### config.mk
export PLATFORM = sky130hd
export DESIGN_NAME = map_renderer
export DESIGN_NICKNAME = d
export VERILOG_FILES = /design/src/rtl/map_renderer.sv
export SDC_FILE = /design/constraint.sdc
export NUM_CORES = 1
export LEC_CHECK = 0
export CAP_MARGIN = 20
export CORE_ASPECT_RATIO = 0.7
export CORE_MARGIN = 2
export CORE_UTILIZATION = 40
export CTS_CLUSTER_DIAMETER = 40
export DETAILED_ROUTE_END_ITERATION = 8
export GPL_TIMING_DRIVEN = 0
export HOLD_SLACK_MARGIN = 0.03
export PLACE_DENSITY_LB_ADDON = 0.1
export SYNTH_ARGS = -nofsm -noshare
export SYNTH_HDL_FRONTEND = slang
export SYNTH_SLANG_ARGS = --single-unit
export TNS_END_PERCENT = 50
### constraint.sdc
create_clock -name clk -period 6.6 [get_ports clk]
set_input_delay 1.98 -clock clk [delete_from_list [all_inputs] [get_ports clk]]
set_output_delay 1.98 -clock clk [all_outputs]
set_load 0.1 [all_outputs]
### src/rtl/map_renderer.sv
// Map scanline renderer: per-line ROM row fetch into a line buffer, registered wall pixel out,
// plus an optional collision-query port sharing the ROM address (enable with MAP_QUERY_EN).
module map_renderer #(
    parameter int CELL_SHIFT = 3,
    parameter int FETCH_H    = 256,
    parameter int V_TOTAL    = 262
) (
    input  logic        clk,
    input  logic        reset_n,
    input  logic [8:0]  hpos,
    input  logic [8:0]  vpos,
    output logic [4:0]  map_row,
    input  logic [31:0] map_bits,
    output logic        wall_pixel,
    input  logic        query_valid,
    input  logic [4:0]  query_x,
    input  logic [4:0]  query_y,
    output logic        query_ready,
    output logic        hit_valid,
    output logic        hit
);
    localparam int MAP_PIX = 32 << CELL_SHIFT;

`ifdef MAP_QUERY_EN
    typedef enum logic [1:0] {IDLE, LFETCH, QFETCH, QRESP} state_t;
`else
    typedef enum logic [1:0] {IDLE, LFETCH} state_t;
`endif

    state_t      state, state_next;
    logic [31:0] line_buf, next_buf;
    logic [4:0]  map_row_q;
    logic [8:0]  nl;
    logic [4:0]  nl_row, hcell;
    logic        fetch_trig, in_map;

    assign fetch_trig = (hpos == 9'(FETCH_H));
    assign nl         = (vpos == 9'(V_TOTAL - 1)) ? 9'd0 : vpos + 9'd1;
    assign nl_row     = 5'(nl >> CELL_SHIFT);
    assign hcell      = 5'(hpos >> CELL_SHIFT);
    assign in_map     = int'(hpos) < MAP_PIX;

`ifdef MAP_QUERY_EN
    logic       fetch_pend, pend_next, hit_r;
    logic [4:0] qry_x, qry_y;

    // Line fetches always win the ROM port, so a query is only taken on a fetch-free idle cycle.
    assign query_ready = reset_n && (state == IDLE) && !fetch_trig && !fetch_pend;
    assign hit_valid   = (state == QRESP);
    assign hit         = hit_r;
`else
    logic unused_query;

    assign unused_query = ^{query_valid, query_x, query_y};
    assign query_ready  = 1'b0;
    assign hit_valid    = 1'b0;
    assign hit          = 1'b0;
`endif

    always_comb begin
        state_next = state;
`ifdef MAP_QUERY_EN
        pend_next = fetch_pend;
`endif
        case (state)
            IDLE: begin
`ifdef MAP_QUERY_EN
                if (fetch_trig || fetch_pend) begin
                    state_next = LFETCH;
                    pend_next  = 1'b0;
                end else if (query_valid && query_ready) begin
                    state_next = QFETCH;
                end
`else
                if (fetch_trig) state_next = LFETCH;
`endif
            end
            default: begin
                state_next = IDLE;
`ifdef MAP_QUERY_EN
                if (state == QFETCH) state_next = QRESP;
                // A trigger seen while busy is remembered and served on the next idle cycle.
                if (fetch_trig) pend_next = 1'b1;
`endif
            end
        endcase
    end

    always_comb begin
        map_row = map_row_q;
        if (state == LFETCH) map_row = nl_row;
`ifdef MAP_QUERY_EN
        else if (state == QFETCH) map_row = qry_y;
`endif
    end

    always_ff @(posedge clk) begin
        if (!reset_n) begin
            state      <= IDLE;
            line_buf   <= '0;
            next_buf   <= '0;
            map_row_q  <= '0;
            wall_pixel <= 1'b0;
        end else begin
            state     <= state_next;
            map_row_q <= map_row;
            // Lines past the bottom of the map render empty.
            if (state == LFETCH) next_buf <= (int'(nl) >= MAP_PIX) ? 32'd0 : map_bits;
            if (hpos == 9'd0) line_buf <= next_buf;
            wall_pixel <= in_map ? line_buf[5'd31 - hcell] : 1'b0;
        end
    end

`ifdef MAP_QUERY_EN
    always_ff @(posedge clk) begin
        if (!reset_n) begin
            fetch_pend <= 1'b0;
            hit_r      <= 1'b0;
            qry_x      <= '0;
            qry_y      <= '0;
        end else begin
            fetch_pend <= pend_next;
            if (state == IDLE && state_next == QFETCH) begin
                qry_x <= query_x;
                qry_y <= query_y;
            end
            if (state == QFETCH) hit_r <= map_bits[5'd31 - qry_x];
        end
    end
`endif
endmodule

==> results of run 1 <==
==> path summary, 6_finish.rpt <==
| path | from | end |
|---|---|---|
| max reg2reg | state[0]$_SDFFE_PN0P_ | next_buf[18]$_SDFFE_PN0P_ |
| min reg2reg | next_buf[30]$_SDFFE_PN0P_ | next_buf[30]$_SDFFE_PN0P_ |
| min | next_buf[30]$_SDFFE_PN0P_ | next_buf[30]$_SDFFE_PN0P_ |
| max | vpos[4] | map_row[2] |
==> sequential cells by signal, summed over array words and instances (netlist names) <==
register	flops
line_buf	32
next_buf	32
map_row_q	5
state	1
wall_pixel	1
==> report_power, final <==
group | switching (W) | internal (W)
logic | 0.0000426 | 0.0000361
clock network | 0.000161 | 0.000233
registers | 0.0000000994 | 0.000428
total | 0.000204 | 0.000697
==> layer usage <==
| metal | track usage | share of wire |
|---|---|---|
| met4 | 0.0494 | 0.012 |
| met3 | 0.0521 | 0.050 |
| met2 | 0.269 | 0.42 |
| met1 | 0.261 | 0.52 |
| met5 | 0 | 0 |
==> layout by cell type, fill, tap and decap left out, drive strengths merged, types with 3 or more instances in the layout <==
cell type      Yosys  final
a21oi              3      3
buf               11     11
clkbuf            17     28
clkdlybuf4s50      0     49
conb               1      3
dfxtp             71     71
dlygate4sd2        0      5
inv                5      5
mux2i             36     36
mux4               6      6
nand2             34     34
nand3              4      4
nand4             33     33
nor2              33     33
nor2b              4      4
nor4               3      3
o21ai             35     35
o22ai              4      4
or3                5      5
==> metrics by stage <==
stage | instances | hold slack [ps]
floorplan | 330 | 425
global placement | 482 | 440
detailed placement | 482 | 443
CTS | 498 | 460
global route | 498 | 482
finish | 498 | 455
==> tightest hold or removal path, delay by kind of cell (launching register included) <==
kind            cells  cell delay [ps]
compound gates      1               50
simple gates        1               50
flops               1              310
==> layout make-up <==
class,count,share of cell area
timing repair buffer,54,0.133
sequential,71,0.354
buffer,28,0.0430
tap,98,0.0305
clock buffer,11,0.0377
multi-input combinational,225,0.377
clock inverter,5,0.0199
inverter,6,0.00560
==> kinds of logic (layout without fill, tap and decap cells) <==
kind of cell / after synthesis / count (layout)
simple gates: 126 / 126
other cells: 1 / 3
buf+inv: 34 / 104
flops: 71 / 71
compound gates: 51 / 51
xor+xnor: 3 / 3
mux: 42 / 42
==> synth_stat cells (all sizes together), types with 2 or more instances <==
library cell and n:
a21oi 3, a32o 2, and2 2, buf 11
clkbuf 17, dfxtp 71, inv 5, mux2i 36
mux4 6, nand2 34, nand3 4, nand4 33
nor2 33, nor2b 4, nor4 3, o21a 2
o21ai 35, o22ai 4, o31ai 2, or2 2
or3 5, or4 2, xnor2 2
==> results.toml, run 1 <==
[run_status]
status = "finished clean"

[sta]
fin_skew_ps = 4.75
timing.final.ws_setup_ps = 132
period_needed_ps = 6470
final-setup-viol-count = 0
fin_crit_sh = 0.980
tightest_slew_ps = 959
finalSetupTns_ps = 0
finalMaxSlewViolations = 0
rsz0062_at_grt = "no"
max_freq_mhz = 155
max_slew_margin = 0.359
hold_viol_final = 0

[routing]
vias_per_cell = 5.11
drtIter0Drc = 114
antenna_left = 0
drc = 0
wl_per_cell_um = 14.8
routed_wl_um = 7370
drtPass1Iterations = 4
vias = 2545

[floorplanning]
die_h_um = 77.9
ios = 72
dieArea_sq_um = 8540
rows = 26
die_w_um = 110
coreArea_sq_um = 7420
start_util = 0.421

[setup_path]
crit_chain = "clkdlybuf4s50_1, or4_1, o31ai_4, a21oi_1, or2_2, dlygate4sd2_1"
critPathKind = "primary input to output port"
endpoint_kind = "output port"
cp.depth = 6
startpoint_type = "primary input"
slowest_stage = "or4_1"
rrSetupSlack_ps = 4890
critPathTopFamily = "buffers and inverters"
path_max_fanout = 6
path_buf_inv = 2
cp_slowest_stage_delay_ps = 640
worst_ep_required_time_ps = 4620
arrival_ps = 4490
reg2regPathDepth = 4

[final_layout]
stdcell_area_sq_um = 4020
utilization = 0.542
fillers = 724
regArea_sq_um = 1420
multi_input_area_sq_um = 1520
layout.nets = 458
area_delta_synth_final_pct = 28.7
insertedDiodeCount = 0
drive_gt1_frac = 0.0875

[clock_network]
post_cts_buffers = 0
cts-root-buf = "clkbuf_8"
worstSkewPairLatency_ps = 340
cts_hold_buf = 0
numCtsBuffers = 9
ctsResizeCount = 5
tritoncts = "done"
cts_num_sinks = 71
clkSlewWorstSetupHoldPaths_ps = 70
clk_path_buf_depth = 2
cts-htree-levels = 3

[synth]
syn_area_sq_um = 3120
synth_mux_area_frac = 0.166
ys_types = 40
ys.flop_type = "dfxtp_1"
syn_area_per_cell_sq_um = 9.53
yosys.area.top_type_share = 0.455
yosys_warnings = 0
synth_top_family_by_area = "simple AND/OR/NAND/NOR gates"
yosys.area.top_type = "dfxtp_1"
yosysSeqAreaShare = 0.455
postSynth.asyncResetShare = 0
yosys.area_share.adder = 0
ys_ff_latch = 71
ys_top_cells_by_area = "dfxtp_1, mux2i_1, nand4_1"
synthSimpleGateAreaFrac = 0.209
synth_edf_count = 0
synth_cells = 328
synth_xor_area_frac = 0.00841
synth-compound-area-share = 0.0985

[placement]
gp_congestion = 0.852
portBuffers = 54
pre_cts_slack_ps = -231
dpl.hpwl_um = 5450
place_area_sq_um = 3790

[pwr]
p_leak_nw = 1.39
power_density_nw_per_um2 = 224
vdd.ir_drop.worst_uv = 106
power_w = 0.000901

[global_route]
grt_overflow = 0
grt_usage = 0.183
grt_pass1_vias = 2442
antenna_found_initial = 0
grt_max_degree = 13
grt_pass1_wl_um = 12000

[run]
maxCapViolCount = 0

[min_path]
hold_path_class = "register to register"
holdPathStages = 2
Note: power is estimated with default switching activity, not from simulation.
==> run 2, diff against run 1 <==
--- a/config.mk
+++ b/config.mk
@@ -10,6 +10,7 @@
 export CORE_MARGIN = 2
 export CORE_UTILIZATION = 40
 export CTS_CLUSTER_DIAMETER = 40
+export CTS_CLUSTER_SIZE = 16
 export DETAILED_ROUTE_END_ITERATION = 8
 export GPL_TIMING_DRIVEN = 0
 export HOLD_SLACK_MARGIN = 0.03
==> results of run 2 <==
The final DEF is identical to that of run 1; final timing and power are the same.
